**config.mk**
```make
export PLATFORM = sky130hd
export DESIGN_NAME = edge_packer
export DESIGN_NICKNAME = d
export VERILOG_FILES = /design/src/rtl/edge_packer.sv
export SDC_FILE = /design/constraint.sdc
export NUM_CORES = 1
export LEC_CHECK = 0
export BUFFER_PORTS_ARGS = -buffer_cell sky130_fd_sc_hd__buf_2
export CAP_MARGIN = 30
export CORE_MARGIN = 2
export CORE_UTILIZATION = 63
export DETAILED_ROUTE_END_ITERATION = 8
export GPL_ROUTABILITY_DRIVEN = 1
export PLACE_DENSITY_LB_ADDON = 0.2
export SETUP_SLACK_MARGIN = 0.1
export SYNTH_ARGS = -nofsm -noshare
export SYNTH_HDL_FRONTEND = slang
export SYNTH_SLANG_ARGS = --single-unit
```
**constraint.sdc**
```tcl
create_clock -name clk -period 6.1 [get_ports clk]
set_clock_uncertainty 0.05 [all_clocks]
set_input_delay 0.61 -clock clk [delete_from_list [all_inputs] [get_ports clk]]
set_output_delay 0.61 -clock clk [all_outputs]
set_load 0.05 [all_outputs]
```
**src/rtl/edge_packer.sv**
```systemverilog
// Binarizes a gradient stream against an adaptive per-frame threshold, packs edge
// bits MSB-first into bytes, and reports per-frame edge count and frame completion.
module edge_packer #(
  parameter int unsigned GRAD_WIDTH   = 11,
  parameter int unsigned FRAME_PIXELS = 64516,
  parameter int unsigned THRESH_SHIFT = 2,
  parameter int unsigned INIT_THRESH  = 200,
  parameter int unsigned EC_W         = $clog2(FRAME_PIXELS + 1)
) (
  input  logic                  clk,
  input  logic                  rst,
  input  logic                  gradient_valid,
  input  logic [GRAD_WIDTH-1:0] gradient,
  output logic [7:0]            edge_byte,
  output logic                  edge_byte_valid,
  output logic                  frame_done,
  output logic [EC_W-1:0]       edge_count,
  output logic [GRAD_WIDTH-1:0] threshold
);

  localparam int unsigned         PC_W     = (FRAME_PIXELS > 1) ? $clog2(FRAME_PIXELS) : 1;
  localparam logic [PC_W-1:0]     LAST_PIX = PC_W'(FRAME_PIXELS - 1);
  localparam logic [GRAD_WIDTH-1:0] THR_RST  = GRAD_WIDTH'(INIT_THRESH);
  localparam logic [GRAD_WIDTH-1:0] THR_MIN  = GRAD_WIDTH'(1);

  typedef enum logic {
    S_RUN = 1'b0,
    S_END = 1'b1
  } state_e;

  state_e                state_q, state_d;
  logic [2:0]            bit_idx_q, bit_idx_d;
  logic [7:0]            shreg_q, shreg_d;
  logic [PC_W-1:0]       pix_cnt_q, pix_cnt_d;
  logic [EC_W-1:0]       count_q, count_d;
  logic [GRAD_WIDTH-1:0] peak_q, peak_d;
  logic [7:0]            edge_byte_q, edge_byte_d;
  logic                  edge_byte_valid_q, edge_byte_valid_d;
  logic [EC_W-1:0]       edge_count_q, edge_count_d;
  logic [GRAD_WIDTH-1:0] threshold_q, threshold_d;

  logic                  edge_bit_c;
  logic                  last_pix_c;
  logic                  byte_done_c;
  logic [7:0]            shreg_next_c;
  logic [EC_W-1:0]       count_inc_c;
  logic [GRAD_WIDTH-1:0] peak_next_c;
  logic [GRAD_WIDTH-1:0] peak_scaled_c;

  // Per-pixel datapath terms, valid only when gradient_valid is high.
  always_comb begin
    edge_bit_c    = (gradient > threshold_q);
    shreg_next_c  = edge_bit_c ? (shreg_q | (8'h80 >> bit_idx_q)) : shreg_q;
    last_pix_c    = gradient_valid && (pix_cnt_q == LAST_PIX);
    byte_done_c   = gradient_valid && ((bit_idx_q == 3'd7) || last_pix_c);
    count_inc_c   = count_q + EC_W'(edge_bit_c);
    peak_next_c   = (gradient > peak_q) ? gradient : peak_q;
    peak_scaled_c = peak_next_c >> THRESH_SHIFT;
  end

  // Next-state and output logic; the END state carries the frame_done pulse.
  always_comb begin
    state_d           = S_RUN;
    bit_idx_d         = bit_idx_q;
    shreg_d           = shreg_q;
    pix_cnt_d         = pix_cnt_q;
    count_d           = count_q;
    peak_d            = peak_q;
    edge_byte_d       = edge_byte_q;
    edge_byte_valid_d = 1'b0;
    edge_count_d      = edge_count_q;
    threshold_d       = threshold_q;

    if (gradient_valid) begin
      count_d   = count_inc_c;
      peak_d    = peak_next_c;
      pix_cnt_d = pix_cnt_q + PC_W'(1);
      if (byte_done_c) begin
        edge_byte_d       = shreg_next_c;
        edge_byte_valid_d = 1'b1;
        shreg_d           = 8'h00;
        bit_idx_d         = 3'd0;
      end else begin
        shreg_d   = shreg_next_c;
        bit_idx_d = bit_idx_q + 3'd1;
      end
      // Frame end: publish stats, adapt threshold (floored at 1), restart counters.
      if (last_pix_c) begin
        state_d      = S_END;
        edge_count_d = count_inc_c;
        threshold_d  = (peak_scaled_c == '0) ? THR_MIN : peak_scaled_c;
        count_d      = '0;
        peak_d       = '0;
        pix_cnt_d    = '0;
      end
    end
  end

  always_ff @(posedge clk) begin
    if (rst) begin
      state_q           <= S_RUN;
      bit_idx_q         <= 3'd0;
      shreg_q           <= 8'h00;
      pix_cnt_q         <= '0;
      count_q           <= '0;
      peak_q            <= '0;
      edge_byte_q       <= 8'h00;
      edge_byte_valid_q <= 1'b0;
      edge_count_q      <= '0;
      threshold_q       <= THR_RST;
    end else begin
      state_q           <= state_d;
      bit_idx_q         <= bit_idx_d;
      shreg_q           <= shreg_d;
      pix_cnt_q         <= pix_cnt_d;
      count_q           <= count_d;
      peak_q            <= peak_d;
      edge_byte_q       <= edge_byte_d;
      edge_byte_valid_q <= edge_byte_valid_d;
      edge_count_q      <= edge_count_d;
      threshold_q       <= threshold_d;
    end
  end

  assign edge_byte       = edge_byte_q;
  assign edge_byte_valid = edge_byte_valid_q;
  assign frame_done      = (state_q == S_END);
  assign edge_count      = edge_count_q;
  assign threshold       = threshold_q;

endmodule

```
; Word-level counts from Yosys, hierarchy flattened
; Index checks and enable logic that the tools add are counted.
[op_classes]
add_sub_neg = 3
eq_ne = 2
shifts = 1
muxes = 10
reduce_logical = 9
bitwise_logic = 2
order_cmp = 2
[op_table]
columns = op, n
row1 = $mux 16, 2
row2 = $gt 11x11->1, 2
row3 = $mux 11, 2
row4 = $add 16x1->16, 1
row5 = $add 16x1->16 const B, 1
row6 = $eq 16x16->1 const B, 1
row7 = $mux 8, 2
row8 = $logic_not 11->1, 1
row9 = $mux 9, 1
row10 = $or 8x8->8, 1
row11 = $shr 8x3->8 const A, 1
row12 = $reduce_and 2->1, 3
row13 = $add 3x1->3 const B, 1
row14 = $eq 3x3->1 const B, 1
row15 = $mux 3, 1
row16 = $logic_and 1x1->1, 2
row17 = $mux 1, 2
row18 = $reduce_bool 2->1, 1
row19 = $reduce_or 2->1, 1
row20 = $logic_or 1x1->1, 1
row21 = $not 1->1, 1
[totals]
reg_bits = 91
input_bits = 14
output_inout_bits = 37
wordCells = 40

; Logic depth before layout (Yosys ltp)
; Gate-level depths: netlist (run 1).
[depth]
depth_word = 5
ltp_mapped = 14
ltp_nobuf = 14

; Worst setup path before layout (run 1)
; OpenSTA, ideal clock, no wires.
[synth_path]
path_type = reg-to-reg
start = reg threshold_q[4], in the netlist threshold[4]
end = reg count_q[14]
setup_time_ps = 128
path_buffers = 0
t_arrival_ps = 3478
t_required_ps = 5922
path_stages_with_launch = 15
slack_ps = 2445
period_less_slack_ps = 3655
path_cell_list = dfxtp_1 inv_1 ha_1 nand3_1 o21bai_1 a31o_2 a21oi_1 ha_1 ha_1 nand3_1 nor4_1 and3_1 o21ai_0 a21oi_1 nor2_1
[synth_via]
elab_chain_len = 3
[synth_rtl]
columns = item, line
row1 = start: declaration, 40  ; logic [GRAD_WIDTH-1:0] threshold_q, threshold_d;
row2 = start signal: assignment, 121  ; threshold_q <= threshold_d;
row3 = $gt 11x11->1, 52  ; edge_bit_c = (gradient > threshold_q);
row4 = $add 16x1->16, 56  ; count_inc_c = count_q + EC_W'(edge_bit_c);
row5 = $mux 16, 88  ; if (last_pix_c) begin
row6 = end signal: assignment, 116  ; count_q <= count_d;
row7 = end: declaration, 35  ; logic [EC_W-1:0] count_q, count_d;
; No other way between the ends.
; A chain may end at the register's enable or synchronous reset.

; Final worst setup path (run 1)
[layout_path]
start = reg threshold_q[3], in the netlist threshold[3]
end = reg count_q[14]
; The elaborated chain is that of the path after synthesis.

==> metrics.csv, run 1 <==
metric,value,unit
synth.top_cell.area_share,39.6,%
placed_area,4770,um^2
multi_input_area,2490,um^2
end_kind,register,
hold_end,shreg_q[0],
place_congestion,0.892,
finalCriticalPeriod,3.96,ns
cts.path.max_buffers,2,
synthTopCellsByCount,"89 x dfxtp_1, 69 x nor2_1, 44 x nand2_1",
place_inst,664,
rrSetupSlack,2.14,ns
synth-edff-count,0,
grt_setup_unrepaired,false,
synth_area_leader_cell,dfxtp_1,
cp_slowest_stage_delay,0.57,ns
wl_per_cell,15.0,um
die_w,88.5,um
vdd_drop_max,0.000137,V
ys_seq_elements,89,
async_flop_share,0,%
die_y,88.5,um
drtPass1Iterations,5,
postSynthCellCount,545,
startpoint_type,register,
period_share,64.8,%
crit_top_cell,ha_1,
rr_startpoint,threshold[3],
start_util,65.5,%
synth_flop_cell,dfxtp_1,
cts_tree,built,
fin_nets,622,
postCtsResizedCells,0,
hold_violations,0,
p_leak,0.00189,uW
hold_start,shreg_q[0],
synth_cell_type_count,53,
cp.required,6.28,ns
cp_max_fo,8,
hpwl,7000,um
cts_hold_buf,0,
synth_area,4500,um^2
yosys_warnings,0,
grt_use_total,27.3,%
clk_latency,0.37,ns
drive_above_1_share,13.4,%
first_iter_violations,278,
antenna_found_initial,0,
ioPinCount,51,
seq_area,1780,um^2
grt_pass1_wl,16900,um
critPathSlowestCell,nor4_1,
arrival,4.14,ns
cts-htree-levels,3,
synthToLayoutAreaGrowth,10.2,%
fin_hold_ws,0.428,ns
core,6870,um^2
setup_viol,0,
num-fill-cells,564,
routed_wirelength,10200,um
antenna_cells,0,
synth.avg_cell_area,8.26,um^2
postCtsSetupRepairBufs,0,
num_vias,4027,
status,"complete, no violations",
path_cells,"inv_1, ha_1, nand3_1, o21bai_1, a31o_2, a21oi_1, ha_1, ha_1, nand3_1, nor4_1, and3_1, o21ai_0, a21oi_1, nor2_1",
r2r_cells,14,
fin_tns_setup,0,ns
synth_most_common_cell,dfxtp_1,
numCtsBuffers,9,
fin_cells,680,
cts.clk_slew.worst_paths,0.10,ns
row_count,30,
post_drt_via_cell_ratio,5.92,
min_path_cells,1,
grt_max_degree,72,
drv_slew,0,
io_buffers,48,
fmax,253,MHz
grt_pass1_vias,3667,
grt_overflow,0,
postLayoutCellArea,4960,um^2
drcViolationCount,0,
setup.worst_path.class,reg2reg,
ys_seq_area_share,39.6,%
max-slew-margin-rel,49.5,%
r2r-end,count_q[14],
cap_violations,0,
power_density,224,nW/um^2
clockRootBuffer,clkbuf_8,
die_area,7840,um^2
min_path_type,reg2reg,
yosys-top-cells-area,"dfxtp_1 40%, ha_1 8.1%, nor2_1 5.8%",
clock-sinks,89,
worst_pin_slew,0.753,ns
postRouteAntennaNets,0,
==> sequential cells by signal, summed over array words and instances (netlist names) <==
signal / flops
edge_byte_valid: 1
shreg_q: 8
edge_byte: 8
edge_count: 16
frame_done: 1
peak_q: 11
threshold: 9
bit_idx_q: 3
count_q: 16
pix_cnt_q: 16
==> final cells by class <==
cell class	count	share of cell area (%)
clock inverters	7	1.44
repair buffers	53	5.67
clock buffers	9	2.50
inverters	25	1.89
multi-input cells	401	50.2
flip-flops and latches	89	35.9
well taps	96	2.42
==> critical path, delay by kind of cell, from the launching register on <==
kind | cells | cell delay [ns]
AND/OR/NAND/NOR | 5 | 1.26
AO/OA/AOI/OAI | 5 | 1.22
adder cells (fa/ha/maj) | 3 | 0.87
buffers and inverters | 1 | 0.06
flip-flops | 1 | 0.37
==> report_power, final <==
| part | total (uW) | internal, uW | switching (uW) |
|---|---|---|---|
| logic | 115 | 37.4 | 77.8 |
| clock network | 394 | 159 | 235 |
| registers | 601 | 591 | 9.80 |
==> kinds of logic (layout without fill, tap and decap cells) <==
| kind of cell | after synthesis | count (layout) | synth area share [%] |
|---|---|---|---|
| other | 1 | 2 | 0.0833 |
| multiplexers | 1 | 1 | 0.222 |
| flip-flops | 89 | 89 | 39.6 |
| buffers and inverters | 56 | 94 | 5.20 |
| AND/OR/NAND/NOR | 214 | 214 | 24.0 |
| adder cells (fa/ha/maj) | 29 | 29 | 8.06 |
| AO/OA/AOI/OAI | 129 | 129 | 17.8 |
| XOR/XNOR | 26 | 26 | 5.06 |
==> worst max-delay path by stage <==
stage                             from     endpoint  slack, ns  depth (start not counted)
after floorplan           threshold[4]  count_q[14]       2.44                         14
after global placement     gradient[4]  count_q[14]       2.04                         14
after detailed placement   gradient[3]  count_q[14]       1.91                         14
after CTS                 threshold[3]  count_q[14]       2.21                         14
after global routing      threshold[3]  count_q[14]       1.76                         14
final                     threshold[3]  count_q[14]       2.14                         14
==> through the flow <==
step,util (%),power [uW],setup WS (ns)
after global routing,72.2,1160,1.76
after floorplan,-,693,2.44
after global placement,69.2,722,2.04
after CTS,72.2,1110,2.21
final,72.2,1110,2.14
after detailed placement,69.4,727,1.91
==> layer usage <==
metal	track usage [%]	vias up	share of wire, %
met5	0	-	0
met3	3.92	15	4.5
met2	47.0	111	49
met1	35.8	1893	45
li1	-	2008	-
met4	8.13	0	1.4
==> cells in the final DEF (no fill, tap or decap), drive strengths merged, types with 5 or more instances in the layout <==
cell type / Yosys / layout
nand4: 8 / 8
buf: 8 / 53
a21oi: 38 / 38
nand3: 31 / 31
dfxtp: 89 / 89
and3: 6 / 6
ha: 29 / 29
o21ai: 30 / 30
nand2: 44 / 44
a21o: 6 / 6
a31oi: 12 / 12
xnor2: 14 / 14
xor2: 12 / 12
or3: 5 / 5
a311oi: 5 / 5
nor4: 8 / 8
nor3b: 5 / 5
a211oi: 25 / 25
inv: 25 / 28
or4: 5 / 5
nor2: 69 / 69
nor3: 17 / 17
clkbuf: 23 / 9
(Power assumes the default switching activity.)
==> run 2, diff against run 1 <==
--- a/config.mk
+++ b/config.mk
@@ -8,7 +8,7 @@
 export BUFFER_PORTS_ARGS = -buffer_cell sky130_fd_sc_hd__buf_2
 export CAP_MARGIN = 30
 export CORE_MARGIN = 2
-export CORE_UTILIZATION = 63
+export CORE_UTILIZATION = 58
 export DETAILED_ROUTE_END_ITERATION = 8
 export GPL_ROUTABILITY_DRIVEN = 1
 export PLACE_DENSITY_LB_ADDON = 0.2
==> constraint.sdc (replaced) <==
create_clock -name clk -period 3.65 [get_ports clk]
set_clock_uncertainty 0.05 [all_clocks]
set_input_delay 0.365 -clock clk [delete_from_list [all_inputs] [get_ports clk]]
set_output_delay 0.365 -clock clk [all_outputs]
set_load 0.05 [all_outputs]
==> run 2 against run 1 <==
Effect of this change:
- die area is 8.2% higher
- fmax is 22% higher
- global-route usage is 2.4 points lower
- clock power is 85% higher
- combinational power is 70% higher
- critical endpoint is now edge_count[14]
- largest cell class unchanged
- highest routed layer unchanged
==> metrics.csv, run 2 (same netlist as run 1, synthesis figures left out) <==
metric,value,unit,change
finalCriticalPeriod,3.25,ns,was 3.96 ns
clk_latency,0.36,ns,was 0.37 ns
period_share,89.1,%,was 64.8%
grt_pass1_vias,3644,,was 3667
arrival,3.47,ns,was 4.14 ns
numCtsBuffers,9,,unchanged
cp_max_fo,5,,was 8
setup.worst_path.class,reg2reg,,unchanged
cts-htree-levels,3,,unchanged
fin_nets,626,,was 622
grt_pass1_wl,17200,um,was 16900 um
drv_slew,0,,unchanged
final_core_util,66.3,%,was 72.2%
hpwl,6930,um,was 7000 um
drcViolationCount,0,,unchanged
drtPass1Iterations,5,,unchanged
layout_common_cells,"85 x dfxtp_1, 69 x nor2_1, 48 x buf_2",,"was 89 x dfxtp_1, 69 x nor2_1, 48 x buf_2"
place_congestion,0.940,,was 0.892
synthToLayoutAreaGrowth,12.0,%,was 10.2%
critPathSlowestCell,nor4_4,,was nor4_1
clock-sinks,89,,unchanged
cap_violations,0,,unchanged
clockRootBuffer,clkbuf_8,,unchanged
start_util,59.2,%,was 65.5%
vdd_drop_max,0.000215,V,was 0.000137 V
grt_use_total,24.9,%,was 27.3%
rrSetupSlack,0.40,ns,was 2.14 ns
postRouteAntennaNets,0,,unchanged
r2r_cells,13,,was 14
fin_tns_setup,0,ns,unchanged
end_kind,register,,unchanged
grt_overflow,0,,unchanged
antenna_cells,0,,unchanged
die_y,92.1,um,was 88.5 um
num-fill-cells,652,,was 564
grt_setup_unrepaired,false,,unchanged
num_vias,3997,,was 4027
cp_slowest_stage_delay,0.36,ns,was 0.57 ns
rr_startpoint,threshold[4],,was threshold[3]
status,"complete, no violations",,unchanged
cts.path.max_buffers,2,,unchanged
routed_wirelength,10200,um,about the same
first_iter_violations,171,,was 278
die_area,8480,um^2,was 7840 um^2
cp_num_buf_inv,1,,unchanged
p_leak,0.00194,uW,was 0.00189 uW
drive_above_1_share,15.0,%,was 13.4%
crit_top_cell,ha_1,,unchanged
worst_pin_slew,0.804,ns,was 0.753 ns
min_path_cells,3,,was 1
r2r-end,edge_count[14],,was count_q[14]
io_buffers,48,,unchanged
ioPinCount,51,,unchanged
cp.required,3.86,ns,was 6.28 ns
row_count,32,,was 30
cts_hold_buf,0,,unchanged
min_path_type,in2reg,,was reg2reg
path_cells,"inv_1, ha_1, nand3_1, o21bai_1, a31o_2, a21oi_1, ha_1, ha_1, nand3_1, nor4_4, and3_1, xnor2_1, a211oi_1",,"was inv_1, ha_1, nand3_1, o21bai_1, a31o_2, a21oi_1, ha_1, ha_1, nand3_1, nor4_1, and3_1, o21ai_0, a21oi_1, nor2_1"
setup_viol,0,,unchanged
post_drt_via_cell_ratio,5.79,,was 5.92
hold_start,gradient[0],,was shreg_q[0]
cts.clk_slew.worst_paths,0.10,ns,about the same
worst_slack,0.397,ns,was 2.14 ns
hold_end,peak_q[0],,was shreg_q[0]
hold_violations,0,,unchanged
place_ws,0.125,ns,was 1.91 ns
core,7610,um^2,was 6870 um^2
wl_per_cell,14.8,um,was 15.0 um
startpoint_type,register,,unchanged
antenna_found_initial,0,,unchanged
power_density,383,nW/um^2,was 224 nW/um^2
die_w,92.1,um,was 88.5 um
cts_tree,built,,unchanged
cp_top_family,simple AND/OR/NAND/NOR gates,,unchanged
max-slew-margin-rel,46.0,%,was 49.5%
fmax,307,MHz,was 253 MHz
grt_max_degree,43,,was 72
fin_hold_ws,0.218,ns,was 0.428 ns
layout_commonest_cell,dfxtp_1,,unchanged
## run 2: changes by cell type in the layout (fill, tap and decap cells not counted)
cell / change
a2111oi_0: -1
a2111oi_2: +1
buf_4: +5
buf_6: -1
bufinv_16: +1
clkinvlp_4: -2
dfxtp_1: -4
dfxtp_2: +4
inv_6: +2
inv_8: -1
nor4_1: -1
nor4_4: +1
## run 2: worst max-delay path by stage
stage                                 to  cells past startpoint         start
final                     edge_count[14]                     13  threshold[4]
after global routing         count_q[14]                     14  threshold[4]
after CTS                    count_q[14]                     14  threshold[4]
after detailed placement     count_q[14]                     14   gradient[3]
after global placement       count_q[14]                     14   gradient[4]
after floorplan              count_q[14]                     13  threshold[7]
## run 2: layout make-up
| type | count | area, um^2 | share of cell area [%] |
|---|---|---|---|
| Tap cell | 102 | 128 | 2.53 |
| Multi-Input combinational cell | 401 | 2510 | 49.8 |
| Clock buffer | 9 | 124 | 2.46 |
| Clock inverter | 7 | 92.6 | 1.84 |
| Inverter | 25 | 93.8 | 1.86 |
| Timing Repair Buffer | 57 | 308 | 6.10 |
| Sequential cell | 89 | 1790 | 35.4 |
## run 2: worst min-delay path: cells and delay by family
family | cells | cell delay [ns]
and+or+nand+nor | 1 | 0.06
buffers and inverters | 1 | 0.10
AOI/OAI and AO/OA | 1 | 0.06
## run 2: report_power, final
group	total (uW)	leakage (uW)	internal, uW	switching, uW
clock network	730	0.000109	336	394
logic	196	0.00111	63.9	132
registers	1000	0.000721	988	16.1
## run 2: stage by stage
| step | instances | power, uW | area (um^2) |
|---|---|---|---|
| finish | 690 | 1930 | 5040 |
| global route | 690 | 2010 | 5040 |
| CTS | 690 | 1940 | 5020 |
| detailed placement | 674 | 1220 | 4800 |
| global placement | 674 | 1210 | 4800 |
| floorplan | 546 | 1160 | 4510 |
## run 2: repair_timing
action	4_1_cts	5_1_grt
resized for setup	0	4
setup buffers	0	0
endpoints found under the setup margin	0	4
## run 2: per-layer routing
layer | up-vias | track usage, % | wire [um]
met5 | - | 0 | 0
met2 | 122 | 42.5 | 4940
met4 | 0 | 8.71 | 170
met3 | 20 | 4.03 | 474
met1 | 1850 | 31.9 | 4630
li1 | 2005 | - | -
==> run 3, diff against run 2 <==
--- a/config.mk
+++ b/config.mk
@@ -8,7 +8,7 @@
 export BUFFER_PORTS_ARGS = -buffer_cell sky130_fd_sc_hd__buf_2
 export CAP_MARGIN = 30
 export CORE_MARGIN = 2
-export CORE_UTILIZATION = 58
+export CORE_UTILIZATION = 47
 export DETAILED_ROUTE_END_ITERATION = 8
 export GPL_ROUTABILITY_DRIVEN = 1
 export PLACE_DENSITY_LB_ADDON = 0.2
==> constraint.sdc (replaced) <==
create_clock -name clk -period 3.65 [get_ports clk]
set_clock_uncertainty 0.05 [all_clocks]
set_input_delay 0.73 -clock clk [delete_from_list [all_inputs] [get_ports clk]]
set_output_delay 0.73 -clock clk [all_outputs]
set_load 0.05 [all_outputs]
==> run 3 against run 2 <==
Effect of this change:
- via count increased by 0.58%
- die area increased by 22%
- core utilization decreased by 11 points
- sequential share of layout area decreased by 0.72 points
- critical path type is now in2reg
==> metrics.csv, run 3 (same netlist as run 1, synthesis figures left out) <==
metric,value,unit,change
status,"complete, no violations",,unchanged
drv_slew,0,,unchanged
period_share,88.6,%,was 89.1%
worst_pin_slew,1.05,ns,was 0.804 ns
hold_violations,0,,unchanged
start_util,48.5,%,was 59.2%
drtPass1Iterations,4,,was 5
core,9280,um^2,was 7610 um^2
grt_setup_unrepaired,false,,unchanged
num_vias,4020,,was 3997
synthToLayoutAreaGrowth,14.2,%,was 12.0%
place_ws,0.0422,ns,was 0.125 ns
grt_pass1_wl,18000,um,was 17200 um
postCtsSetupRepairBufs,0,,unchanged
r2r-end,edge_count[14],,unchanged
worst_slack,0.417,ns,was 0.397 ns
grt_pass1_vias,3803,,was 3644
cts.path.max_buffers,2,,unchanged
cp_max_fo,4,,was 5
end_kind,register,,unchanged
io_buffers,48,,unchanged
startpoint_type,primary input,,was register
grt_max_degree,36,,was 43
die_y,102,um,was 92.1 um
drive_above_1_share,16.4,%,was 15.0%
postRouteAntennaNets,0,,unchanged
crit_path_start,gradient[6],,was threshold[4]
die_w,102,um,was 92.1 um
min_path_type,reg2reg,,was in2reg
numCtsBuffers,9,,unchanged
row_count,35,,was 32
first_iter_violations,144,,was 171
setup.worst_path.class,in2reg,,was reg2reg
cp.required,3.88,ns,was 3.86 ns
antenna_cells,0,,unchanged
ioPinCount,51,,unchanged
rrSetupSlack,0.50,ns,was 0.40 ns
postCtsResizedCells,0,,unchanged
fin_nets,640,,was 626
drcViolationCount,0,,unchanged
fin_tns_setup,0,ns,unchanged
layout_common_cells,"87 x dfxtp_1, 69 x nor2_1, 48 x buf_2",,"was 85 x dfxtp_1, 69 x nor2_1, 48 x buf_2"
antenna_found_initial,0,,unchanged
cts.clk_slew.worst_paths,0.11,ns,was 0.10 ns
wl_per_cell,14.2,um,was 14.8 um
power_density,366,nW/um^2,was 383 nW/um^2
r2r_cells,13,,unchanged
die_area,10400,um^2,was 8480 um^2
arrival,3.46,ns,was 3.47 ns
finalCriticalPeriod,3.23,ns,was 3.25 ns
cts-htree-levels,3,,unchanged
max-slew-margin-rel,30.0,%,was 46.0%
grt_overflow,0,,unchanged
clock-sinks,89,,unchanged
hpwl,7390,um,was 6930 um
post_drt_via_cell_ratio,5.50,,was 5.79
clk_latency,0.37,ns,was 0.36 ns
p_leak,0.00198,uW,was 0.00194 uW
layout_commonest_cell,dfxtp_1,,unchanged
rr_startpoint,threshold[6],,was threshold[4]
clockRootBuffer,clkbuf_8,,unchanged
fmax,309,MHz,was 307 MHz
place_congestion,0.853,,was 0.940
cap_violations,0,,unchanged
endpoint,edge_count[14],,unchanged
cts_hold_buf,0,,unchanged
grt_use_total,21.6,%,was 24.9%
num-fill-cells,921,,was 652
routed_wirelength,10400,um,was 10200 um
cts_tree,built,,unchanged
setup_viol,0,,unchanged
vdd_drop_max,0.000199,V,was 0.000215 V
run 3: cell types whose count changed in the layout (fill, tap and decap cells not counted), sizes merged:
| cell | previous run | this run |
|---|---|---|
| buf | 57 | 71 |
| bufinv | 1 | 0 |
| clkinv | 2 | 0 |
| inv | 29 | 30 |
| clkinvlp | 0 | 2 |
run 3: report_power, final:
group          switching (uW)  internal (uW)  total, uW
combinational             130           71.9        202
clock                     404            269        673
sequential               16.2            988       1000
run 3: layout make-up:
type / count / area, um^2 / area share, %
multi-input combinational: 401 / 2490 / 48.5
sequential: 89 / 1780 / 34.7
timing repair buffer: 71 / 413 / 8.03
tap: 129 / 161 / 3.14
clock buffer: 9 / 124 / 2.41
inverter: 25 / 93.8 / 1.83
clock inverter: 7 / 68.8 / 1.34
run 3: worst max-delay path: stages:
cell	delay (ns)
buf_2	0.11
ha_1	0.30
a21o_1	0.16
a21o_1	0.17
a2111oi_0	0.51
a21oi_1	0.20
ha_1	0.25
ha_1	0.20
nand3_1	0.18
nor4_2	0.08
and3_1	0.21
xnor2_1	0.13
a211oi_1	0.23
run 3: worst min path at each step:
stage / cells after the start / start / end / slack, ns
global route: 2 / edge_count[1] / edge_count[1] / 0.46
CTS: 2 / shreg_q[2] / shreg_q[2] / 0.43
finish: 2 / shreg_q[2] / shreg_q[2] / 0.42
floorplan: 2 / shreg_q[1] / shreg_q[1] / 0.38
global placement: 2 / shreg_q[3] / shreg_q[3] / 0.38
detailed placement: 1 / shreg_q[0] / shreg_q[0] / 0.40
run 3: per-stage QoR:
stage | hold WS (ns) | instance area (um^2) | cells | power (uW) | util (%)
after floorplan | 0.376 | 4510 | 546 | 1160 | -
after CTS | 0.430 | 5140 | 731 | 1900 | 55.4
final | 0.423 | 5140 | 731 | 1880 | 55.4
after global placement | 0.385 | 4950 | 715 | 1220 | 53.3
after global routing | 0.456 | 5140 | 731 | 1980 | 55.4
after detailed placement | 0.404 | 4950 | 715 | 1230 | 53.3
run 3: per-layer routing:
metal  up-vias  share of wire, %  GRT usage, %  wire length (um)
met4         0               1.1          6.15               110
met5         -                 0             0                 0
met1      1902                49          29.0              5060
li1       2042                 -             -                 -
met3         9               2.9          3.63               302
met2        67                47          36.0              4940
